### src/rtl/regspace_apb_bridge.sv
// APB3 completer driving a register-space rreq/rack/wreq port, one word access per transfer.
// Optional wait timeout is enabled with REGSPACE_APB_TIMEOUT_EN.
module regspace_apb_bridge #(
  parameter int unsigned PADDR_W     = 18,
  parameter int unsigned ADDR_W      = 16,
  parameter int unsigned DATA_W      = 32,
  parameter int unsigned TIMEOUT_CYC = 256
) (
  input  logic              clk,
  input  logic              rst_n,
  input  logic              psel,
  input  logic              penable,
  input  logic              pwrite,
  input  logic [PADDR_W-1:0] paddr,
  input  logic [DATA_W-1:0] pwdata,
  output logic [DATA_W-1:0] prdata,
  output logic              pready,
  output logic              pslverr,
  output logic [ADDR_W-1:0] wreq_addr,
  output logic [DATA_W-1:0] wreq_data,
  output logic              wreq_vld,
  input  logic              wreq_rdy,
  output logic [ADDR_W-1:0] rreq_addr,
  output logic              rreq_vld,
  input  logic              rreq_rdy,
  input  logic [DATA_W-1:0] rack_data,
  input  logic              rack_vld,
  output logic              rack_rdy
);

  typedef enum logic [1:0] {StIdle, StWreq, StRreq, StDone} state_e;

  state_e state;

  // rreq_rdy is observed by the register space only; the bridge never waits on it.
  logic unused_in;

`ifdef REGSPACE_APB_TIMEOUT_EN
  localparam logic [15:0] TimeoutLast = 16'(TIMEOUT_CYC - 1);
  logic [15:0] tmo_cnt;
  assign unused_in = rreq_rdy;
`else
  assign unused_in = rreq_rdy ^ (^TIMEOUT_CYC);
`endif

  always_ff @(posedge clk or negedge rst_n) begin
    if (!rst_n) begin
      state     <= StIdle;
      prdata    <= '0;
      pready    <= 1'b0;
      pslverr   <= 1'b0;
      wreq_addr <= '0;
      wreq_data <= '0;
      wreq_vld  <= 1'b0;
      rreq_addr <= '0;
      rreq_vld  <= 1'b0;
      rack_rdy  <= 1'b0;
`ifdef REGSPACE_APB_TIMEOUT_EN
      tmo_cnt   <= '0;
`endif
    end else begin
      unique case (state)
        StIdle: begin
          // Only a setup phase starts a transfer, so the access phase after DONE cannot retrigger.
          if (psel && !penable) begin
            wreq_addr <= paddr[PADDR_W-1:2];
            rreq_addr <= paddr[PADDR_W-1:2];
            wreq_data <= pwdata;
`ifdef REGSPACE_APB_TIMEOUT_EN
            tmo_cnt   <= '0;
`endif
            if (paddr[1:0] != 2'b00) begin
              state   <= StDone;
              pready  <= 1'b1;
              pslverr <= 1'b1;
            end else if (pwrite) begin
              state    <= StWreq;
              wreq_vld <= 1'b1;
            end else begin
              state    <= StRreq;
              rreq_vld <= 1'b1;
              rack_rdy <= 1'b1;
            end
          end
        end
        StWreq: begin
          if (wreq_rdy) begin
            state    <= StDone;
            wreq_vld <= 1'b0;
            pready   <= 1'b1;
            pslverr  <= 1'b0;
          end
`ifdef REGSPACE_APB_TIMEOUT_EN
          else if (tmo_cnt == TimeoutLast) begin
            state    <= StDone;
            wreq_vld <= 1'b0;
            pready   <= 1'b1;
            pslverr  <= 1'b1;
          end else begin
            tmo_cnt <= tmo_cnt + 16'd1;
          end
`endif
        end
        StRreq: begin
          if (rack_vld) begin
            state    <= StDone;
            prdata   <= rack_data;
            rreq_vld <= 1'b0;
            rack_rdy <= 1'b0;
            pready   <= 1'b1;
            pslverr  <= 1'b0;
          end
`ifdef REGSPACE_APB_TIMEOUT_EN
          else if (tmo_cnt == TimeoutLast) begin
            state    <= StDone;
            prdata   <= '0;
            rreq_vld <= 1'b0;
            rack_rdy <= 1'b0;
            pready   <= 1'b1;
            pslverr  <= 1'b1;
          end else begin
            tmo_cnt <= tmo_cnt + 16'd1;
          end
`endif
        end
        StDone: begin
          state   <= StIdle;
          pready  <= 1'b0;
          pslverr <= 1'b0;
          prdata  <= '0;
        end
        default: state <= StIdle;
      endcase
    end
  end

endmodule

### config.mk
export PLATFORM = sky130hd
export DESIGN_NAME = regspace_apb_bridge
export DESIGN_NICKNAME = d
export VERILOG_FILES = /design/src/rtl/regspace_apb_bridge.sv
export SDC_FILE = /design/constraint.sdc
export NUM_CORES = 1
export LEC_CHECK = 0
export CAP_MARGIN = 10
export CORE_MARGIN = 2
export CORE_UTILIZATION = 36
export CTS_CLUSTER_SIZE = 10
export DETAILED_ROUTE_END_ITERATION = 6
export PLACE_DENSITY_LB_ADDON = 0.25
export RECOVER_POWER = 100
export SLEW_MARGIN = 40
export SYNTH_ARGS = -nofsm -noshare
export SYNTH_HDL_FRONTEND = slang
export SYNTH_SLANG_ARGS = --single-unit
### constraint.sdc
create_clock -name clk -period 2 [get_ports clk]
set_clock_uncertainty 0.15 [all_clocks]
set_input_delay 0.5 -clock clk [delete_from_list [all_inputs] [get_ports clk]]
set_output_delay 0.5 -clock clk [all_outputs]
set_load 0.01 [all_outputs]
# Word-level counts from Yosys, hierarchy flattened
# Cells that the tools add are included.
totals:
  register_bits: 86
  in_bits: 90
  out_inout_bits: 101
  wordCells: 55
classes:
  eq_ne: 10
  n_mux: 24
  n_reduce_logical: 13
ops:
  columns: ["cell", "count"]
  rows:
  - ["32-bit case mux with 2 select lines", 1]
  - ["32-bit 2-to-1 mux", 1]
  - ["2-bit inequality test (second input constant)", 7]
  - ["1-bit 2-to-1 mux", 12]
  - ["2-bit 2-to-1 mux", 5]
  - ["5-bit AND reduction", 2]
  - ["1-bit case mux with 4 select lines", 2]
  - ["2-bit case mux with 4 select lines", 1]
  - ["2-bit nonzero test", 4]
  - ["2-bit equality test (second input constant)", 2]
  - ["1-bit case mux with 2 select lines", 2]
  - ["2-bit AND reduction", 2]
  - ["4-bit AND reduction", 1]
  - ["3-bit AND reduction", 1]
  - ["2-bit by 1-bit equality test with 1-bit output (second input constant)", 1]
  - ["2-bit logical NOT", 1]
  - ["1-bit logical AND", 1]
  - ["1-bit logical NOT", 1]

# Longest topological paths before layout
depth:
  ltp_word: 4
  ltp_mapped: 7
  ltp_nobuf: 5

# Worst setup path after synthesis
# Ideal clock, no wire load.
synth_timing:
  path_type: "reg2reg"
  from: "register state[0]"
  to: "register pslverr"
  setup_ns: 0.125
  arrival_time_ns: 1.648
  t_required_ns: 1.725
  path_slack_ns: 0.077
  path_stages_with_launch: 6
  path_buffers: 0
  synth_period_minus_slack_ns: 1.923
  cell_sequence: "dfrtp_1 > inv_1 > ha_1 > a222oi_1 > nand2_2 > mux2_4"
synth_via:
  elab_chain_len: 3
  elab_cells_between_ends: 10
  cone_classes: "7 x eq/ne; 1 x mux; 2 x reduce/logical"
synth_rtl:
  columns: ["element", "line_no", "source"]
  rows:
  - ["from (decl)", "33", "state_e state;"]
  - ["from (signal assigned)", "48", "state <= StIdle;"]
  - ["from (signal assigned)", "73", "state <= StDone;"]
  - ["from (signal assigned)", "77", "state <= StWreq;"]
  - ["2-bit equality test, or another cell as far along", "62", "unique case (state)"]
  - ["2-bit inequality test (no line)", null, null]
  - ["4-bit AND reduction (no line)", null, null]
  - ["to (signal assigned)", "51", "pslverr <= 1'b0;"]
  - ["to (signal assigned)", "75", "pslverr <= 1'b1;"]
  - ["to (signal assigned)", "91", "pslverr <= 1'b0;"]
  - ["to (decl)", "18", "output logic pslverr,"]
# Parallel ways exist; a longest one is shown, timed or not.
# A chain may end at the register's enable or synchronous reset.

==> flow_summary.yaml <==
status:
  status: "complete, no violations"
logic_synthesis:
  ys_types: 25
  synth_compound_area_frac: 0.0677
  synth_fp_nets: 393
  yosys.area_share.adder: 0.0172
  yosysWarningCount: 0
  synthMuxAreaShare: 0.164
  synth.avg_cell_area_um2: 12.2
  synth-seq-cells: 86
  seq_area_frac_synth: 0.591
  synth_cells: 298
  synth_top_family_by_area: "multiplexers"
  synthesis.area_um2: 3640
  synth-xor-area-share: 0
  synthSimpleGateAreaFrac: 0.101
pwr:
  power_mw: 8.72
  leakagePower_nw: 2.50
  ir_worst_vdd_v: 0.000637
  pwr_density_cell_nw_per_um2: 1500
drt:
  initialDrtViolationCount: 73
  drc: 0
  drt-total-wl_um: 9220
  first_pass_iters: 4
  routed-via-count: 2833
  ant_nets: 0
  avgRoutedWirePerCell_um: 14.9
  vias_per_cell: 4.57
worst_setup_path:
  cp-start-kind: "flip-flop"
  crit_start: "rreq_addr[11]"
  r2r_start: "state[0]"
  cp.required_ns: 1.35
  crit_chain: "clkdlybuf4s50_1"
  regToRegSetupSlack_ns: 0.15
  slowest_stage: "clkdlybuf4s50_1"
  cp_max_fo: 3
  end_kind: "output pin"
  critical_path_class: "reg -> out"
  cp.arrival_ns: 1.30
  cpPeakStageDelay_ns: 0.56
  crit_buf_inv: 1
  crit_family: "buffers and inverters"
finish:
  fill_cells: 864
  diodes: 0
  most-common-layout-cells: "184 x clkdlybuf4s50_1, 86 x dfrtp_1, 49 x mux2_2, 36 x nand2_1, 35 x o21ai_0"
  area_delta_synth_final_pct: 60.2
  regArea_um2: 2150
  nets: 578
  multi_input_area_um2: 1290
  layout_commonest_cell: "clkdlybuf4s50_1"
  drive_above_1_share: 0.172
die:
  fp-row-count: 36
  die_area_um2: 10900
  start_util: 0.371
  core_area_um2: 9820
  die_width_um: 105
  die_height_um: 105
  io_pins: 191
placement:
  io_buffers: 189
  gp_congestion: 0.757
  dp_slack_ns: -0.189
  dp_hpwl_um: 6810
clocking:
  cts_buffers: 9
  clock-root-buffer: "clkbuf_8"
  cts_sinks: 86
  clk_pin_slew_ns: 0.08
  clock_path_buffers: 2
  cts_tree: "done"
  h-tree-depth: 3
  clock_latency_ns: 0.35
timing:
  rsz0062_at_grt: "no"
  finalHoldViolations: 0
  fin_crit_sh: 0.975
  drv_slew: 0
  worstMarginPinSlew_ns: 0.676
  setup_viol: 0
  slew_headroom: 0.549
  fin_crit_ns: 1.95
  layout_setup_ws_ns: 0.0508
  whs_ns: 0.329
  fmax_mhz: 513
global_route:
  grt_pass1_vias: 2832
  grt_max_degree: 57
  antenna_found_initial: 0
  overflow: 0
  track_usage: 0.170
  grt_pass1_wl_um: 14700
job:
  maxCapViolCount: 0
min_path:
  min_path_type: "reg -> reg"
  worstHoldStart: "prdata[22]"
==> cells by family (layout without fill, tap and decap cells) <==
logic type | after synthesis | count (layout)
flip-flops | 86 | 86
multiplexers | 53 | 53
AO/OA/AOI/OAI | 43 | 43
adder cells (fa/ha/maj) | 5 | 5
AND/OR/NAND/NOR | 72 | 72
buffers and inverters | 39 | 228
==> final timing paths <==
kind,endpoint,depth (start not counted)
max,wreq_addr[11],1
min,prdata[22],2
max reg2reg,rreq_addr[12],5
min reg2reg,prdata[22],2
max in group asynchronous,wreq_data[23],3
min in group asynchronous,wreq_data[6],2
==> area by class of cell <==
type | instances | area share
Inverter | 7 | 0.00450
Clock buffer | 11 | 0.0225
Clock inverter | 4 | 0.00429
Timing Repair Buffer | 206 | 0.350
Multi-Input combinational cell | 173 | 0.221
Tap cell | 133 | 0.0285
Sequential cell | 86 | 0.369
==> metrics by stage <==
stage	TNS [ns]	utilization	std cells	cell area, um2
6_report	0	0.594	620	5830
5_1_grt	0	0.594	620	5830
4_1_cts	0	0.595	618	5840
3_5_place_dp	-3.93	0.578	602	5670
3_3_place_gp	-3.13	0.578	602	5670
2_1_floorplan	0	-	298	3640
==> worst reg2reg max path, delay by kind of cell (launching register included) <==
family	cells	cell delay, ns
flops	1	0.38
fa+ha+maj	1	0.25
mux	1	0.39
buf+inv	2	0.37
simple gates	1	0.20
==> flip-flops by register name (all words and copies together), names as in the netlist <==
register / cells
rreq_addr: 16
pslverr: 1
state: 2
pready: 1
rack_rdy: 1
wreq_data: 32
prdata: 32
wreq_vld: 1
==> cells in the mapped netlist <==
| master | number | area [um2] |
|---|---|---|
| dfrtp_1 | 86 | 2150 |
| mux2_2 | 49 | 552 |
| nand2_1 | 36 | 135 |
| o21ai_0 | 34 | 170 |
| nand2b_1 | 32 | 200 |
| buf_4 | 17 | 128 |
| clkbuf_1 | 9 | 33.8 |
| inv_1 | 7 | 26.3 |
| buf_2 | 5 | 25.0 |
| ha_1 | 5 | 62.6 |
| mux2i_1 | 3 | 30.0 |
| o221ai_1 | 2 | 17.5 |
| a211o_1 | 1 | 8.76 |
| a21bo_2 | 1 | 10.0 |
| a222oi_1 | 1 | 10.0 |
| a22o_1 | 1 | 8.76 |
| clkbuf_2 | 1 | 5.00 |
| mux2_4 | 1 | 15.0 |
| nand2_2 | 1 | 6.26 |
| nand2b_4 | 1 | 13.8 |
| nand3b_1 | 1 | 7.51 |
| nor2_1 | 1 | 3.75 |
| o21ai_1 | 1 | 5.00 |
| o31a_1 | 1 | 8.76 |
| o31ai_1 | 1 | 7.51 |
==> report_power, final <==
group | total, mW | switching (mW) | internal, mW
Combinational | 4.65 | 1.86 | 2.79
Clock | 1.03 | 0.588 | 0.441
Sequential | 3.04 | 0.459 | 2.59
Total | 8.72 | 2.91 | 5.81
==> layer usage <==
metal | vias to the layer above | wire length (um) | GRT usage
met3 | 10 | 668 | 0.0624
li1 | 1350 | - | -
met2 | 113 | 4640 | 0.289
met4 | 0 | 107 | 0.0514
met5 | - | 0 | 0
met1 | 1360 | 3810 | 0.202
==> timing repair <==
action | CTS | global route
endpoints found under the setup margin | 1 | 32
cloned | 0 | 1
pin swaps | 0 | 1
setup buffers | 0 | 1
resized for setup | 1 | 4
hold endpoints to repair | 24 | 0
hold buffers | 1 | 0
Power figures use the tool's default switching activity.
